$ cat src/rtl/load_store_ctrl.sv
// Queues execute-stage memory ops and sequences them onto a single-port data bus, one op in flight.
// Stores need two cycles with a zero-wait grant; load writeback is a 1-cycle pulse the cycle after rvalid.
module load_store_ctrl #(
   parameter int cXLEN       = 32,
   parameter int cRegSelBitW = 5,
   parameter int cDepth      = 4
) (
   input  logic                   iClk,
   input  logic                   iRst,
   input  logic                   iOpDv,
   input  logic                   iOpRead,
   input  logic                   iOpWrite,
   input  logic [cXLEN-1:0]       iOpAddr,
   input  logic [cXLEN-1:0]       iOpData,
   input  logic [2:0]             iOpType,
   input  logic [cRegSelBitW-1:0] iOpRdAddr,
   output logic                   oOpStall,
   output logic                   oMemReq,
   output logic                   oMemWe,
   output logic [cXLEN-1:0]       oMemAddr,
   output logic [cXLEN-1:0]       oMemWData,
   output logic [3:0]             oMemBe,
   input  logic                   iMemGnt,
   input  logic                   iMemRValid,
   input  logic [cXLEN-1:0]       iMemRData,
   output logic                   oRegDv,
   output logic [cRegSelBitW-1:0] oRegAddr,
   output logic [cXLEN-1:0]       oRegData,
   output logic                   oMemErr,
   output logic                   oBusy
);

   localparam int cPtrW = $clog2(cDepth);
   localparam int cCntW = cPtrW + 1;

   typedef enum logic [1:0] {
      sIdle    = 2'd0,
      sReq     = 2'd1,
      sWaitRsp = 2'd2
   } state_t;

   typedef struct packed {
      logic                   read;
      logic [cXLEN-1:0]       addr;
      logic [cXLEN-1:0]       data;
      logic [2:0]             ftype;
      logic [cRegSelBitW-1:0] rd;
   } op_t;

   op_t                    q_mem [cDepth];
   logic [cPtrW-1:0]       wr_ptr;
   logic [cPtrW-1:0]       rd_ptr;
   logic [cCntW-1:0]       count;
   logic [cCntW-1:0]       count_nxt;
   logic                   stall;
   logic                   push;
   logic                   pop;
   op_t                    head;

   logic [1:0]             head_size;
   logic [1:0]             head_off;
   logic                   funct_bad;
   logic                   misaligned;
   logic                   head_illegal;
   logic [3:0]             head_be;
   logic [cXLEN-1:0]       head_wdata;

   state_t                 state;
   state_t                 state_nxt;

   logic                   iss_we;
   logic [cXLEN-1:0]       iss_addr;
   logic [cXLEN-1:0]       iss_wdata;
   logic [3:0]             iss_be;
   logic [2:0]             iss_ftype;
   logic [1:0]             iss_off;
   logic [cRegSelBitW-1:0] iss_rd;

   logic                   err;
   logic                   reg_dv;
   logic [cRegSelBitW-1:0] reg_addr;
   logic [cXLEN-1:0]       reg_data;
   logic [cXLEN-1:0]       rsp_shifted;
   logic [cXLEN-1:0]       load_val;
   logic                   rsp_take;

   assign push      = iOpDv & (iOpRead ^ iOpWrite) & ~stall;
   assign pop       = (state == sIdle) & (count != '0);
   assign head      = q_mem[rd_ptr];
   assign count_nxt = count + cCntW'(push) - cCntW'(pop);
   assign rsp_take  = (state == sWaitRsp) & iMemRValid;

   always_ff @(posedge iClk) begin
      if (push) begin
         q_mem[wr_ptr] <= {iOpRead, iOpAddr, iOpData, iOpType, iOpRdAddr};
      end
   end

   // Stall is the registered full flag, so a pop in the same cycle never frees a slot for a push.
   always_ff @(posedge iClk or posedge iRst) begin
      if (iRst) begin
         wr_ptr <= '0;
         rd_ptr <= '0;
         count  <= '0;
         stall  <= 1'b0;
      end else begin
         if (push) wr_ptr <= wr_ptr + 1'b1;
         if (pop)  rd_ptr <= rd_ptr + 1'b1;
         count <= count_nxt;
         stall <= (count_nxt == cCntW'(cDepth));
      end
   end

   always_comb begin
      head_size = head.ftype[1:0];
      head_off  = head.addr[1:0];
      if (head.read) begin
         funct_bad = (head.ftype == 3'b011) || (head.ftype[2:1] == 2'b11);
      end else begin
         funct_bad = (head.ftype >= 3'b011);
      end
      misaligned   = ((head_size == 2'd1) && head_off[0]) ||
                     ((head_size == 2'd2) && (head_off != 2'd0));
      head_illegal = funct_bad | misaligned;

      case (head_size)
         2'd0:    head_be = 4'b0001 << head_off;
         2'd1:    head_be = 4'b0011 << head_off;
         default: head_be = 4'b1111;
      endcase

      case (head_size)
         2'd0:    head_wdata = {4{head.data[7:0]}};
         2'd1:    head_wdata = {2{head.data[15:0]}};
         default: head_wdata = head.data;
      endcase
   end

   always_comb begin
      rsp_shifted = iMemRData >> {iss_off, 3'b000};
      case (iss_ftype)
         3'b000:  load_val = {{(cXLEN-8){rsp_shifted[7]}}, rsp_shifted[7:0]};
         3'b100:  load_val = {{(cXLEN-8){1'b0}}, rsp_shifted[7:0]};
         3'b001:  load_val = {{(cXLEN-16){rsp_shifted[15]}}, rsp_shifted[15:0]};
         3'b101:  load_val = {{(cXLEN-16){1'b0}}, rsp_shifted[15:0]};
         default: load_val = iMemRData;
      endcase
   end

   // FSM state register
   always_ff @(posedge iClk or posedge iRst) begin
      if (iRst) begin
         state <= sIdle;
      end else begin
         state <= state_nxt;
      end
   end

   // FSM next state
   always_comb begin
      state_nxt = state;
      case (state)
         sIdle: begin
            if (pop && !head_illegal) state_nxt = sReq;
         end
         sReq: begin
            if (iMemGnt) state_nxt = iss_we ? sIdle : sWaitRsp;
         end
         sWaitRsp: begin
            if (iMemRValid) state_nxt = sIdle;
         end
         default: state_nxt = sIdle;
      endcase
   end

   // FSM outputs: bus fields only driven while requesting
   always_comb begin
      oMemReq   = (state == sReq);
      oMemWe    = oMemReq & iss_we;
      oMemAddr  = oMemReq ? iss_addr  : '0;
      oMemWData = oMemReq ? iss_wdata : '0;
      oMemBe    = oMemReq ? iss_be    : 4'b0000;
      oBusy     = (count != '0) | (state != sIdle);
   end

   always_ff @(posedge iClk or posedge iRst) begin
      if (iRst) begin
         iss_we    <= 1'b0;
         iss_addr  <= '0;
         iss_wdata <= '0;
         iss_be    <= 4'b0000;
         iss_ftype <= 3'b000;
         iss_off   <= 2'b00;
         iss_rd    <= '0;
         err       <= 1'b0;
         reg_dv    <= 1'b0;
         reg_addr  <= '0;
         reg_data  <= '0;
      end else begin
         err    <= pop & head_illegal;
         reg_dv <= rsp_take & (iss_rd != '0);
         if (pop && !head_illegal) begin
            iss_we    <= ~head.read;
            iss_addr  <= {head.addr[cXLEN-1:2], 2'b00};
            iss_wdata <= head_wdata;
            iss_be    <= head_be;
            iss_ftype <= head.ftype;
            iss_off   <= head_off;
            iss_rd    <= head.rd;
         end
         if (rsp_take) begin
            reg_addr <= iss_rd;
            reg_data <= load_val;
         end
      end
   end

   assign oOpStall = stall;
   assign oMemErr  = err;
   assign oRegDv   = reg_dv;
   assign oRegAddr = reg_addr;
   assign oRegData = reg_data;

endmodule

$ cat config.mk
export PLATFORM = sky130hd
export DESIGN_NAME = load_store_ctrl
export DESIGN_NICKNAME = d
export VERILOG_FILES = /design/src/rtl/load_store_ctrl.sv
export SDC_FILE = /design/constraint.sdc
export NUM_CORES = 1
export LEC_CHECK = 0
export ABC_AREA = 1
export BUFFER_PORTS_ARGS = -buffer_cell sky130_fd_sc_hd__buf_4
export CAP_MARGIN = 15
export CORE_MARGIN = 2
export CORE_UTILIZATION = 50
export DETAILED_ROUTE_END_ITERATION = 12
export PLACE_DENSITY = 0.72
export SYNTH_ARGS = -nofsm -noshare
export SYNTH_HDL_FRONTEND = slang
export SYNTH_SLANG_ARGS = --single-unit
$ cat constraint.sdc
create_clock -name iClk -period 5.6 [get_ports iClk]
set_input_delay 1.4 -clock iClk [delete_from_list [all_inputs] [get_ports iClk]]
set_output_delay 1.4 -clock iClk [all_outputs]
set_load 0.01 [all_outputs]
Word-level counts from Yosys, hierarchy flattened
Memories as Yosys holds them, arrays and structs flattened.
Index checks and enable logic that the tools add are counted.
{"block": "classes", "add_sub_neg": 4, "order_cmp": 1, "eq_ne": 13, "shifts": 3, "muxes": 14, "n_bitwise": 12, "n_reduce_logical": 14}
{"op": "$pmux 32 s4", "count": 1}
{"op": "$mux 32", "count": 2}
{"op": "$pmux 32 s2", "count": 1}
{"op": "$shr 32x5->16", "count": 1}
{"op": "$eq 3x3->1 const B", "count": 3}
{"op": "$mux 2", "count": 4}
{"op": "$pmux 4 s2", "count": 1}
{"op": "$and 1x1->1", "count": 7}
{"op": "$eq 2x2->1 const B", "count": 3}
{"op": "$pmux 2 s3", "count": 1}
{"op": "$reduce_bool 5->1", "count": 1}
{"op": "$add 2x1->2 const B", "count": 2}
{"op": "$eq 2x1->1 const B", "count": 2}
{"op": "$logic_not 2->1", "count": 2}
{"op": "$mux 4", "count": 1}
{"op": "$ne 2x1->1 const B", "count": 2}
{"op": "$reduce_bool 2->1", "count": 2}
{"op": "$shl 1x2->4 const A", "count": 1}
{"op": "$shl 2x2->4 const A", "count": 1}
{"op": "$add 3x1->3", "count": 1}
{"op": "$eq 3x1->1 const B", "count": 1}
{"op": "$eq 3x2->1 const B", "count": 1}
{"op": "$ge 3x2->1 const B", "count": 1}
{"op": "$logic_and 1x1->1", "count": 3}
{"op": "11 further kinds", "count": 16}
{"block": "totals", "regBits": 126, "mem_bits_rw": 292, "out_inout_bits": 111, "wordCells": 78, "memories": 1}
{"name": "q_mem", "words": 4, "word_bits": 73, "read_ports": 1, "rd_clocked_by_memory_dff": 0, "write_ports": 1, "line": "50", "text": "op_t q_mem [cDepth];"}

Depth between registers and ports, before layout
An unclocked memory read counts as a cell.
{"block": "logic_depth", "ltp_word": 9, "ltp_mapped": 15, "ltp_nobuf": 12}

Worst setup path after synthesis
OpenSTA, ideal clock, no wires.
{"block": "synth_path", "path_type": "input -> register", "from": "in iOpRead", "to": "mem q_mem[0][0] (netlist name) (enable)", "setup_time_ns": 0.505, "arrival_time_ns": 4.906, "t_required_ns": 5.095, "slack_ns": 0.189, "stages": 3, "n_path_buf": 0, "cell_sequence": "a211oi_1 o21ai_1 nor2_1"}
{"block": "synth_via", "elab_chain_len": 5}
{"item": "start: declaration", "line": "11", "text": "input logic iOpRead,"}
{"item": "$xor 1x1->1", "line": "87", "text": "assign push = iOpDv & (iOpRead ^ iOpWrite) & ~stall;"}
{"item": "$and 1x1->1 (2 in a row)", "line": "87"}
{"item": "$mux 1", "line": "94", "text": "if (push) begin"}
{"item": "$mux 1 (not written as such)", "line": "95", "text": "q_mem[wr_ptr] <= {iOpRead, iOpAddr, iOpData, iOpType, iOpRdAddr};"}
{"item": "end: declaration", "line": "50"}
No other way between the ends.

Worst setup path after layout
{"block": "layout_path", "from": "reg state[0]", "to": "out oMemAddr[23]"}
{"block": "layout_via", "elab_chain_len": 2}
{"item": "start: declaration", "line": "68", "text": "state_t state;"}
{"item": "start signal: assignment", "line": "153", "text": "state <= sIdle;"}
{"item": "start signal: assignment", "line": "155", "text": "state <= state_nxt;"}
{"item": "$eq 2x1->1", "line": "178", "text": "oMemReq = (state == sReq);"}
{"item": "$mux 32", "line": "180", "text": "oMemAddr = oMemReq ? iss_addr : '0;"}
{"item": "end: declaration", "line": "20", "text": "output logic [cXLEN-1:0] oMemAddr,"}
No other way between the ends.

==> summary.json <==
{
  "outcome": {
    "outcome": "finished, final reports clean"
  },
  "power": {
    "power.clock.fraction_pct": 23.7,
    "part_of_the_total_power_dissipated_in_sequential_elements_pct": 37.4,
    "pwr_density_cell_mw_per_mm2": 568,
    "power.total_uw": 11800,
    "netSwitchingFraction_pct": 38.6,
    "total_leakage_power_uw": 0.00834,
    "intPower_uw": 7220,
    "power.net_switching_uw": 4540,
    "ir_drop_v": 0.000438,
    "combinationalPowerShare_pct": 38.8
  },
  "detailed_routing": {
    "vias": 12000,
    "drc": 0,
    "antenna_violating_nets_post_route": 0,
    "initialDrtViolationCount": 961,
    "detail_route.first_pass.iterations": 5,
    "detail_route.vias_per_cell": 5.38,
    "detail_route.wirelength_mm": 40.8,
    "wl_per_cell_um": 18.4
  },
  "clock_network": {
    "clock_slew_at_the_register_clock_pins_of_the_worst_setup_and_hold_paths_ns": 0.06,
    "clock_tree.htree_level_count": 2,
    "root_buffer": "clkbuf_16",
    "cts-buffers-inserted": 43,
    "clock_sink_count": 418,
    "ctsLongestPathBuffers": 3,
    "clk-insertion-delay-late_ns": 0.55,
    "cts_hold_repair.buffers": 0,
    "postCtsSetupRepairBufs": 0,
    "clock_tree_from_tritoncts": "done",
    "cts.repair.resized": 0
  },
  "placed_design": {
    "post-dp-hpwl_mm": 25.8,
    "gp_congestion": 0.873,
    "io_buffer_count": 219
  },
  "logic_synthesis": {
    "ys_ff_latch": 418,
    "synth_instances": 1542,
    "synth.yosys.seq_area_share_pct": 68.4,
    "ys.flop_type": "edfxtp_1",
    "yosys.cell_types.count": 40,
    "syn_avg_cell_area_um2": 11.3,
    "synth_area_leaders": "edfxtp_1 (50%), dfrtp_1 (18%), o21ai_0 (5.5%)",
    "synth_top_area_share_pct": 50.3,
    "netlist_area_mm2": 0.0174,
    "synth_edf_count": 292,
    "synthArstFlopShare_pct": 30.1,
    "yosys_warnings": 0,
    "synth_area_leader_cell": "edfxtp_1"
  },
  "sta": {
    "setup_total_negative_slack_ns": 0,
    "setup_repair_after_global_routing_missed_its_margin": "no",
    "tightest_slew_margin_relative_to_the_limit_pct": 29.2,
    "worst_pin_slew_ns": 1.06,
    "setup_viol": 0,
    "final.hold.worst_slack_ns": 0.485,
    "ratio_of_final_minimum_period_to_clock_period_pct": 67.8,
    "clock_skew_ns": 0.0179,
    "timing.final.hold_violations": 0,
    "slew_viol_final": 0,
    "layout_min_cycle_time_ns": 3.80,
    "timing.fmax_mhz": 263
  },
  "critical_path": {
    "category_of_the_critical_setup_timing_path": "flop to output port",
    "cp_startpoint_kind": "flop",
    "timing.critical_path.arrival_ns": 2.40,
    "rr_worst_depth": 10,
    "worst-r2r-setup-slack_ns": 2.02,
    "r2r_end": "iss_wdata[18]",
    "critical_path_peak_fanout": 50,
    "worst_setup_end_kind": "output port",
    "required_ns": 4.20,
    "worst_reg2reg_path_startpoint": "rd_ptr[0]"
  },
  "hold_path": {
    "worstHoldStart": "oRegData[1]",
    "terminating_pin_of_the_worst_hold_path": "oRegData[1]",
    "timing.hold.worst.class": "flop to flop",
    "holdPathStages": 2
  },
  "global_routing": {
    "overall_track_demand_over_capacity_in_global_routing_pct": 22.4,
    "grt_max_degree": 91,
    "grt_first_pass_wirelength_mm": 62.7,
    "gr-total-overflow": 0,
    "grt_pass1_vias": 11500,
    "initial_antenna_violation_count": 2
  },
  "layout": {
    "fin_util_pct": 60.1,
    "flow.area_growth_from_synthesis_pct": 18.9,
    "layout.cells.most_common": "edfxtp_1",
    "finalNetCount": 1850,
    "drive_above_1_share_pct": 21.8,
    "mostFrequentLayoutCells": "edfxtp_1 (292), buf_4 (233), nand2_1 (215)"
  },
  "floorplanning": {
    "core_mm2": 0.0345,
    "die_w_um": 191,
    "rows": 68,
    "io_pins": 222,
    "floorplan.initialDensity_pct": 50.6,
    "design.die.area_mm2": 0.0364,
    "floorplan.die.height_um": 191
  },
  "flow_run": {
    "max-cap-violations": 0
  }
}
==> synth_stat cells (6+ instances only) <==
cell type    n
clkbuf_1    54
nand2_2     12
o21ai_2     54
edfxtp_1   292
o21ai_0    191
buf_2       14
o211ai_1    21
o22ai_1     67
a21oi_1     45
nor2_1     200
o221ai_1     7
o21ai_1     15
nand2_1    215
inv_1      144
dfrtp_1    126
nand3_1     21
buf_6       11
ha_1         6
o31ai_1      8
==> flip-flops by register name (all words and copies together), names as in the netlist <==
register / flops
q_mem: 292
iss_wdata: 32
oRegData: 32
iss_addr: 30
iss_rd: 5
oRegAddr: 5
iss_be: 4
count: 3
iss_ftype: 3
iss_off: 2
rd_ptr: 2
state: 2
wr_ptr: 2
iss_we: 1
oMemErr: 1
oOpStall: 1
oRegDv: 1
==> final cells by class <==
type | count | area, µm²
Clock buffer | 63 | 1240
Timing Repair Buffer | 236 | 1810
Fill cell | 2787 | 13700
Antenna cell | 1 | 2.50
Clock inverter | 17 | 159
Inverter | 153 | 587
Sequential cell | 418 | 11900
Multi-Input combinational cell | 880 | 4430
Tap cell | 455 | 569
==> layer usage <==
| layer | up-vias | global-route usage, % | share of wire [%] |
|---|---|---|---|
| met5 | - | 0 | 0.032 |
| met4 | 2 | 6.98 | 2.5 |
| met3 | 70 | 4.40 | 7.1 |
| met2 | 411 | 37.9 | 49 |
| met1 | 5791 | 29.2 | 41 |
| li1 | 5694 | - | - |
==> cells by family (layout without fill, tap and decap cells) <==
logic type | Yosys count | after routing | share of synthesized area (%)
and+or+nand+nor | 457 | 457 | 10.4
buffers and inverters | 245 | 469 | 6.38
DFF | 418 | 418 | 68.4
AOI/OAI and AO/OA | 410 | 410 | 14.0
other | 1 | 3 | 0.0215
adders and majority gates | 7 | 7 | 0.546
xor gates and xnor gates | 4 | 4 | 0.201
==> metrics by stage <==
step           setup WS (ns)  cell area, µm²  instances
4_1_cts                 1.74           20700       2222
3_5_place_dp            1.65           19300       2142
5_1_grt                 1.61           20700       2222
6_report                1.80           20700       2223
3_3_place_gp            1.71           19300       2142
2_1_floorplan          0.189           17400       1543
==> worst max-delay path by stage <==
stage,cells after the start,start,end
after floorplan,3,iOpRead,q_mem[0][0]
after CTS,6,state[0],oMemAddr[22]
after detailed placement,11,iOpRead,oOpStall
after global placement,11,iOpRead,oOpStall
final,6,state[0],oMemAddr[23]
after global routing,6,state[0],oMemAddr[23]
==> power by group through the flow <==
| stage | clock network [µW] | logic [µW] | registers [µW] |
|---|---|---|---|
| 2_1_floorplan | 0 | 3400 | 4360 |
| 3_3_place_gp | 0 | 4510 | 4430 |
| 3_5_place_dp | 0 | 4610 | 4460 |
| 4_1_cts | 2840 | 4620 | 4400 |
| 5_1_grt | 2960 | 5120 | 4460 |
| 6_report | 2790 | 4570 | 4400 |
==> critical path, cell delays in order, from the launching register on <==
cell and delay, ns:
dfrtp_1 0.37, inv_1 0.09, nor2_1 0.07, inv_2 0.63, buf_4 0.39, nor2_1 0.12
buf_4 0.16
No activity file was read; power rests on OpenSTA's default activity.
